==> src/rtl/motor_cmd_ramp.sv <==
// rtl/motor_cmd_ramp.sv - throttle command arming, slew limiting and timeout failsafe feeding pwm_generator x_in
// Optional idle floor while ARMED is enabled by defining MOTOR_IDLE_EN.
module motor_cmd_ramp #(
  parameter int UPDATE_DIV     = 105088,
  parameter int ARM_FRAMES     = 250,
  parameter int SLEW_STEP      = 2,
  parameter int TIMEOUT_FRAMES = 50,
  parameter int MAX_CMD        = 114,
  parameter int IDLE_CMD       = 6
) (
  input  logic       clk_in,
  input  logic       rst_n_in,
  input  logic       arm_in,
  input  logic       cmd_valid_in,
  input  logic [7:0] cmd_in,
  output logic       cmd_ready_out,
  output logic [7:0] x_out,
  output logic       armed_out,
  output logic       failsafe_out,
  output logic       tick_out
);
  localparam int TW = (UPDATE_DIV > 1) ? $clog2(UPDATE_DIV) : 1;
  localparam int AW = $clog2(ARM_FRAMES + 1);
  localparam int OW = $clog2(TIMEOUT_FRAMES + 1);
`ifdef MOTOR_IDLE_EN
  localparam bit IDLE_EN = 1'b1;
`else
  localparam bit IDLE_EN = 1'b0;
`endif
  localparam logic [7:0] MAX8   = 8'(MAX_CMD);
  localparam logic [8:0] MAX9   = 9'(MAX_CMD);
  localparam logic [7:0] SLEW8  = 8'(SLEW_STEP);
  localparam logic [8:0] SLEW9  = 9'(SLEW_STEP);
  localparam logic [8:0] FLOOR9 = IDLE_EN ? 9'(IDLE_CMD) : 9'd0;

  typedef enum logic [1:0] {
    S_DISARMED = 2'd0,
    S_ARMING   = 2'd1,
    S_ARMED    = 2'd2,
    S_FAILSAFE = 2'd3
  } state_t;

  state_t        state_q, state_d;
  logic [TW-1:0] tick_cnt_q;
  logic [AW-1:0] arm_cnt_q, arm_cnt_d;
  logic [OW-1:0] to_cnt_q, to_cnt_d;
  logic [7:0]    x_q, x_d, target_q, target_d;
  logic          tick, accept;
  logic [8:0]    x9, eff9, diff9, step9, next9;
  logic [7:0]    x_slew, x_down, cmd_clamped;

  // Frame-rate tick counter runs regardless of state.
  assign tick = (tick_cnt_q == TW'(UPDATE_DIV - 1));

  always_ff @(posedge clk_in or negedge rst_n_in) begin
    if (!rst_n_in) begin
      tick_cnt_q <= '0;
    end else if (tick) begin
      tick_cnt_q <= '0;
    end else begin
      tick_cnt_q <= tick_cnt_q + TW'(1);
    end
  end

  assign cmd_ready_out = (state_q == S_ARMING) || (state_q == S_ARMED);
  assign accept        = cmd_valid_in & cmd_ready_out;
  assign cmd_clamped   = (cmd_in > MAX8) ? MAX8 : cmd_in;
  assign x_down        = (x_q > SLEW8) ? (x_q - SLEW8) : 8'd0;

  // Slew toward the registered target; a same-cycle accept only affects later ticks.
  always_comb begin
    x9    = {1'b0, x_q};
    eff9  = ({1'b0, target_q} > FLOOR9) ? {1'b0, target_q} : FLOOR9;
    diff9 = '0;
    step9 = '0;
    next9 = x9;
    if (x9 < eff9) begin
      diff9 = eff9 - x9;
      step9 = (diff9 > SLEW9) ? SLEW9 : diff9;
      next9 = x9 + step9;
    end else if (x9 > eff9) begin
      diff9 = x9 - eff9;
      step9 = (diff9 > SLEW9) ? SLEW9 : diff9;
      next9 = x9 - step9;
    end
    x_slew = (next9 > MAX9) ? MAX8 : next9[7:0];
  end

  always_comb begin
    state_d   = state_q;
    x_d       = x_q;
    target_d  = target_q;
    arm_cnt_d = arm_cnt_q;
    to_cnt_d  = to_cnt_q;
    case (state_q)
      S_DISARMED: begin
        x_d       = '0;
        target_d  = '0;
        arm_cnt_d = '0;
        to_cnt_d  = '0;
        if (arm_in) state_d = S_ARMING;
      end
      S_ARMING: begin
        x_d = '0;
        if (!arm_in) begin
          state_d  = S_DISARMED;
          target_d = '0;
        end else begin
          if (accept) target_d = cmd_clamped;
          if (tick) begin
            arm_cnt_d = arm_cnt_q + AW'(1);
            if (arm_cnt_q == AW'(ARM_FRAMES - 1)) begin
              state_d  = S_ARMED;
              to_cnt_d = '0;
            end
          end
        end
      end
      S_ARMED: begin
        if (!arm_in) begin
          state_d  = S_DISARMED;
          x_d      = '0;
          target_d = '0;
        end else begin
          if (tick) x_d = x_slew;
          if (accept) begin
            target_d = cmd_clamped;
            to_cnt_d = '0;
          end else if (tick) begin
            to_cnt_d = to_cnt_q + OW'(1);
            if (to_cnt_q == OW'(TIMEOUT_FRAMES - 1)) begin
              state_d  = S_FAILSAFE;
              target_d = '0;
            end
          end
        end
      end
      S_FAILSAFE: begin
        target_d = '0;
        if (!arm_in) begin
          state_d = S_DISARMED;
          x_d     = '0;
        end else if (tick) begin
          x_d = x_down;
        end
      end
      default: begin
        state_d  = S_DISARMED;
        x_d      = '0;
        target_d = '0;
      end
    endcase
  end

  always_ff @(posedge clk_in or negedge rst_n_in) begin
    if (!rst_n_in) begin
      state_q   <= S_DISARMED;
      x_q       <= '0;
      target_q  <= '0;
      arm_cnt_q <= '0;
      to_cnt_q  <= '0;
    end else begin
      state_q   <= state_d;
      x_q       <= x_d;
      target_q  <= target_d;
      arm_cnt_q <= arm_cnt_d;
      to_cnt_q  <= to_cnt_d;
    end
  end

  assign x_out        = x_q;
  assign armed_out    = (state_q == S_ARMED);
  assign failsafe_out = (state_q == S_FAILSAFE);
  assign tick_out     = tick;
endmodule

==> config.mk <==
export PLATFORM = sky130hd
export DESIGN_NAME = motor_cmd_ramp
export DESIGN_NICKNAME = d
export VERILOG_FILES = /design/src/rtl/motor_cmd_ramp.sv
export SDC_FILE = /design/constraint.sdc
export NUM_CORES = 1
export LEC_CHECK = 0
export CAP_MARGIN = 15
export CORE_UTILIZATION = 40
export CTS_CLUSTER_SIZE = 25
export DETAILED_ROUTE_END_ITERATION = 8
export GPL_TIMING_DRIVEN = 1
export PLACE_DENSITY = 0.57
export SLEW_MARGIN = 20
export SYNTH_ARGS = -nofsm -noshare
export SYNTH_HDL_FRONTEND = slang
export SYNTH_SLANG_ARGS = --single-unit
==> constraint.sdc <==
create_clock -name clk_in -period 4.9 [get_ports clk_in]
set_clock_uncertainty 0.05 [all_clocks]
set_input_delay 0.98 -clock clk_in [delete_from_list [all_inputs] [get_ports clk_in]]
set_output_delay 0.98 -clock clk_in [all_outputs]
set_load 0.05 [all_outputs]
==> run summary, run 1 <==
DRC viols -> 0
Sequential share of power -> 0.166
Nature of the critical path endpoint -> flip-flop
Area leader, netlist -> dfrtp_1
Sw frac -> 0.515
Largest net degree at the start of global routing -> 50
Starting density of the core -> 0.411
Pre-CTS setup slack -> -75.7 ps
Setup TNS -> 0 ps
Share of layout cells above drive strength 1 -> 0.0787
Worst path bufs/invs -> 2
Worst r2r src -> target_q[0]
Hold Fails Final Rpt -> 0
Main synth FF type -> dfrtp_1
Pint -> 0.00134 W
Yosys cell types -> 64
Crit Path Max Fanout -> 7
Vias -> 4,182
Std-Cell Rows -> 38
Async S/R FF share, synth -> 1.00
Final GP Congestion -> 0.941
Total congestion overflow -> 0
Die area -> 11,600 um^2
Crit path from -> target_q[0]
Worst setup SP type -> flip-flop
Ant diodes -> 0
Yosys warns -> 0
Clock Pin Slew Worst Setup and Hold Paths -> 90 ps
Worst Tran Pin Value -> 883 ps
Critical-path cell list -> inv_1, ha_1, inv_1, fa_1, a211oi_2, nor2_1, a211oi_2, o2111ai_2, nor2_2, o31ai_1, ha_1, nand4_1, or4b_1, o211ai_2, a21o_1, a31oi_1, or4_4, a21oi_1, a221o_1
Post-synth EDFFs -> 0
Max clock buf depth -> 2
Gr usage total -> 0.214
CTS tree -> yes
Crit share post-route -> 0.950
IO Pins -> 24
WS Path Type -> reg -> reg
Largest family of logic cells by synthesized area -> simple AND/OR/NAND/NOR gates
Total power -> 0.00277 W
1st-pass router iterations -> 4
CTS buffer count -> 5
Sequential fraction of the synthesis area -> 0.274
Synth Area in XOR/XNOR -> 0.0645
Outcome -> completed
Initial antenna violation count -> 0
Static leakage -> 2.29 nW
Cell Pwr Density -> 539 nW/um^2
Final ANT Viol Nets -> 0
Compound-cell area share of the yosys netlist -> 0.225
Vias in the first global route -> 4,111
Fillers -> 1,089
Clock H-tree levels -> 2
Simple-gate area share of the yosys netlist -> 0.245
Top post-synthesis cells by area -> dfrtp_1, ha_1, nor2_1
Max Cap Viol -> 0
Logic pwr share -> 0.731
Clock network fraction of design power -> 0.103
Total Wirelength -> 11,800 um
DIE WIDTH -> 108 um
Root Buffer -> clkbuf_8
Hold slack -> 425 ps
HP Start -> tick_cnt_q[0]
Worst setup margin -> 246 ps
CP max stage delay -> 590 ps
Post-synth top area share -> 0.274
WP data arrival -> 4860 ps
Data required time of the critical path -> 5100 ps
Post-synthesis register bit count -> 49
Gate Count Post-Synth -> 558
Syn-to-layout area delta -> 14.7%
Core ar. -> 10,900 um^2
Crit-path leading delay family -> compound AO/OA/AOI/OAI gates
Mux contribution to synthesized area -> 0.0137
Starting DRC count in detailed routing -> 280
Post-layout min period -> 4650 ps
Relative slew slack -> 0.407
Hpwl dp -> 9050 um
Min-Delay Path Class -> reg -> reg
Layout Nets -> 653
Syn avg cell area -> 8.03 um^2
Sw Pwr -> 0.00142 W
Later-pin clock latency in the skew report -> 310 ps
Max Freq -> 0.215 GHz
First-pass GRT wire length -> 19,700 um
Slowest-stage cell, CP -> or4_4
Vias per inst -> 5.67
Die Ht -> 108 um
Slew Viols, Final -> 0
CTS sink count -> 49
Setup-failing EPs final -> 0
Synth Area in Adders -> 0.130
I/O Buffers -> 23
Synthesized area -> 4480 um^2
WL/cell -> 16.1 um
VDD IR max -> 0.450 mV
placed cells by master, fill, tap and decap left out, types with 15 or more instances in the layout:
cell	count
buf_4	18
o21ai_0	37
clkdlybuf4s50_1	22
nand3_1	23
nand4_1	17
nor2_1	61
nand2_1	49
dfrtp_1	48
a21oi_1	27
xnor2_1	15
ha_1	38
inv_1	34
xor2_1	18
metal layers:
metal	GRT usage	wire, um
met3	0.0224	390
met4	0.0695	294
met5	0	0
met1	0.284	5590
met2	0.362	5560
cells in the mapped netlist, types with 8 or more instances:
master / count
nand3_1: 24
dfrtp_1: 49
ha_1: 40
o211ai_1: 10
inv_1: 34
a21oi_1: 29
nor2b_1: 12
nand2_1: 49
clkbuf_1: 9
xor2_1: 18
and3_1: 10
nor3_1: 9
xnor2_1: 15
nor2_1: 62
o21ai_0: 38
a21o_1: 12
nand4_1: 17
a211oi_1: 8
layout make-up:
type / instances / area (um^2) / area share
Multi-Input combinational cell: 465 / 3140 / 0.611
Sequential cell: 49 / 1230 / 0.239
Timing Repair Buffer: 41 / 360 / 0.0702
Tap cell: 140 / 175 / 0.0341
Inverter: 35 / 131 / 0.0256
Clock buffer: 5 / 68.8 / 0.0134
Clock inverter: 2 / 35.0 / 0.00682
registers in the layout, summed over array words and instances (netlist names):
register    flops
state_q         2
target_q        8
x_out           8
to_cnt_q        6
tick_cnt_q     17
arm_cnt_q       8
power by group through the flow:
stage               Combinational [W]  Clock (W)  Sequential, W
detailed placement            0.00190          0       0.000469
global placement              0.00190          0       0.000467
CTS                           0.00192   0.000297       0.000461
floorplan                     0.00140          0       0.000492
global route                  0.00224   0.000312       0.000464
finish                        0.00202   0.000284       0.000460
worst reg2reg max path, stage by stage (launching register included):
cell and delay [ps]:
dfrtp_1 400, inv_1 150, ha_1 230, inv_1 70, fa_1 410, a211oi_2 230
nor2_1 80, a211oi_2 260, o2111ai_2 200, nor2_2 170, o31ai_1 100, ha_1 280
nand4_1 80, or4b_1 540, o211ai_2 210, a21o_1 140, a31oi_1 70, or4_4 590
a21oi_1 210, a221o_1 140
cells by family after synthesis:
family                     count (synthesis)
other                                      2
AOI/OAI and AO/OA                        150
adders and majority gates                 44
xor gates and xnor gates                  33
muxes                                      6
DFF                                       49
buffers and inverters                     54
and+or+nand+nor                          220
metrics by stage:
stage,util,instances,instance area (um^2)
5_1_grt,0.472,737,5140
3_5_place_dp,0.455,727,4950
6_report,0.472,737,5140
4_1_cts,0.465,734,5060
3_3_place_gp,0.455,727,4950
2_1_floorplan,-,568,4520
final timing paths:
check | endpoint | slack [ps] | cells after the start
min in group asynchronous | tick_cnt_q[5] | 710 | 2
worst max-delay path | x_out[6] | 250 | 19
worst min-delay path | tick_cnt_q[0] | 430 | 1
worst min register to register | tick_cnt_q[0] | 430 | 1
worst max register to register | x_out[6] | 250 | 19
max in group asynchronous | x_out[0] | 3620 | 2
what timing repair did:
action	CTS	global route
resized for setup	2	15
endpoints found under the setup margin	7	7
cloned	0	0
hold buffers	0	0
setup buffers	0	3
pin swaps	0	3
(Power assumes the default switching activity.)
==> run 2, diff against run 1 <==
--- a/config.mk
+++ b/config.mk
@@ -6,11 +6,11 @@
 export NUM_CORES = 1
 export LEC_CHECK = 0
 export CAP_MARGIN = 15
-export CORE_UTILIZATION = 40
+export CORE_UTILIZATION = 47
 export CTS_CLUSTER_SIZE = 25
 export DETAILED_ROUTE_END_ITERATION = 8
 export GPL_TIMING_DRIVEN = 1
-export PLACE_DENSITY = 0.57
+export PLACE_DENSITY = 0.69
 export SLEW_MARGIN = 20
 export SYNTH_ARGS = -nofsm -noshare
 export SYNTH_HDL_FRONTEND = slang
==> run 2 against run 1 <==
Maximum frequency fell by 0.97%. Critical path depth did not move. Global-route usage is 2.2 points higher. Via count is 0.88% higher. Cell area decreased by 1.1%. Sequential share of layout area is 0.28 points higher.
==> run summary, run 2 (same netlist as run 1, synthesis figures left out) <==
Outcome -> completed
VDD IR max -> 0.434 mV (-3.5%)
Starting density of the core -> 0.485 (+0.0733)
WP data arrival -> 4890 ps (+30 ps)
Worst setup SP type -> flip-flop
Layout Nets -> 652 (-0.15%)
Final ANT Viol Nets -> 0 (unchanged)
Root Buffer -> clkbuf_8
RSZ-0062 raised after global routing -> false
Most common cell after layout, fill and taps aside -> nor2_1
Cell Pwr Density -> 529 nW/um^2 (-1.9%)
Starting DRC count in detailed routing -> 273 (-2.5%)
Final instance area -> 5080 um^2 (-1.1%)
Hpwl dp -> 8560 um (-5.4%)
Fillers -> 890 (-18%)
Hold Fails Final Rpt -> 0 (unchanged)
Ant diodes -> 0 (unchanged)
Total congestion overflow -> 0 (unchanged)
Max clock buf depth -> 2 (unchanged)
Std-Cell Rows -> 35 (-7.9%)
Post-layout min period -> 4700 ps (+45.6 ps)
CTS sink count -> 49 (unchanged)
1st-pass router iterations -> 4 (unchanged)
Relative slew slack -> 0.375 (-0.0318)
DRC viols -> 0 (unchanged)
Syn-to-layout area delta -> 13.5%
Largest net degree at the start of global routing -> 50 (unchanged)
Routing usage on met3 -> 0.0260 (+0.00360)
Vias -> 4,219 (+0.88%)
Max reg flops -> 17 (unchanged)
Commonest cells after routing, fill and taps aside -> nor2_1, nand2_1, dfrtp_1
Later-pin clock latency in the skew report -> 300 ps (about the same)
Setup-failing EPs final -> 0 (unchanged)
I/O Buffers -> 23 (unchanged)
M1 GR Usage -> 0.326 (+0.0420)
DP Area -> 4930 um^2 (-0.43%)
Vias per inst -> 5.81 (+2.4%)
Hold slack -> 417 ps (-8.60 ps)
Share of layout cells above drive strength 1 -> 0.0704 (-0.00838)
Crit share post-route -> 0.959 (+0.00931)
Clock Pin Slew Worst Setup and Hold Paths -> 100 ps (about the same)
Worst Tran Pin Value -> 937 ps (+54.5 ps)
Max Freq -> 0.213 GHz (-0.97%)
Layout Cells excl Fill -> 726 (-1.5%)
First-pass GRT wire length -> 18,900 um (-3.8%)
Post-CTS Hold Buffers -> 0 (unchanged)
Die area -> 9920 um^2 (-15%)
Most flops, register -> tick_cnt_q
Gr usage total -> 0.236 (+0.0216)
IO Pins -> 24 (unchanged)
Static leakage -> 2.27 nW (-0.86%)
Total Wirelength -> 11,000 um (-6.7%)
Die Ht -> 99.6 um (-7.6%)
Final GP Congestion -> 1.03 (+9.2%)
Min-Delay Path Class -> reg -> reg
Nature of the critical path endpoint -> flip-flop
CTS buffer count -> 5 (unchanged)
Dpl cells -> 715 (-1.7%)
Core ar. -> 9240 um^2 (-15%)
Slew Viols, Final -> 0 (unchanged)
Global Route met2 Usage -> 0.387 (+0.0251)
WL/cell -> 15.2 um (-5.3%)
DIE WIDTH -> 99.6 um (-7.6%)
CTS tree -> yes
Crit Path Max Fanout -> 7 (unchanged)
Global route hottest layer -> met2
Max Cap Viol -> 0 (unchanged)
Clock H-tree levels -> 2 (unchanged)
Data required time of the critical path -> 5090 ps (about the same)
Vias in the first global route -> 3,958 (-3.7%)
Total power -> 0.00269 W (-2.9%)
WS Path Type -> reg -> reg
Initial antenna violation count -> 0 (unchanged)
-- run 2: what timing repair did --
action / in CTS / in global routing
resized for setup: 1 / 12
pin swaps: 0 / 2
endpoints found under the setup margin: 6 / 7
buffers inserted: 0 / 3
-- run 2: critical path: stages (launching register included) --
cell and delay [ps]:
dfrtp_1 420, inv_1 170, ha_2 250, inv_1 60
fa_1 410, a211oi_2 230, nor2_1 80, a211oi_2 290
o2111ai_2 190, nor2_2 160, o31ai_1 100, ha_1 280
nand4_1 80, or4b_1 530, o211ai_2 220, a21o_1 150
a31oi_1 80, or4_4 590, a21oi_1 200, a211o_1 120
-- run 2: layout make-up --
type	instances	area (um^2)	share of cell area
Timing Repair Buffer	40	355	0.0699
Tap cell	129	161	0.0318
Clock inverter	3	26.3	0.00517
Clock buffer	5	68.8	0.0135
Multi-Input combinational cell	465	3110	0.612
Sequential cell	49	1230	0.242
Inverter	35	131	0.0259
-- run 2: where the power goes --
part,internal (W),switching [W],total [W]
clock network,0.000104,0.000145,0.000249
logic,0.000746,0.00122,0.00197
registers,0.000436,0.0000307,0.000467
-- run 2: per-stage QoR --
| stage | utilization | setup TNS, ps | setup slack [ps] |
|---|---|---|---|
| after floorplan | - | 0 | 138 |
| after global placement | 0.533 | 0 | 30.4 |
| after detailed placement | 0.533 | -54.4 | -20.6 |
| after CTS | 0.544 | 0 | 60.1 |
| after global routing | 0.550 | 0 | 10.5 |
| final | 0.550 | 0 | 200 |
-- run 2: path summary, 6_finish.rpt --
kind / startpoint / end / slack (ps) / cells after the start
hold reg to reg: tick_cnt_q[0] / tick_cnt_q[0] / 420 / 1
hold / removal: tick_cnt_q[0] / tick_cnt_q[0] / 420 / 1
setup / recovery: target_q[0] / x_out[4] / 200 / 19
setup reg to reg: target_q[0] / x_out[4] / 200 / 19
min in group asynchronous: rst_n_in / tick_cnt_q[6] / 630 / 1
max in group asynchronous: rst_n_in / x_out[1] / 3720 / 1
-- run 2: per-layer routing --
metal	part of all wire	vias to the layer above
met1	0.47	1997
met3	0.045	22
met4	0.025	0
li1	-	2075
met2	0.46	125
met5	0	-
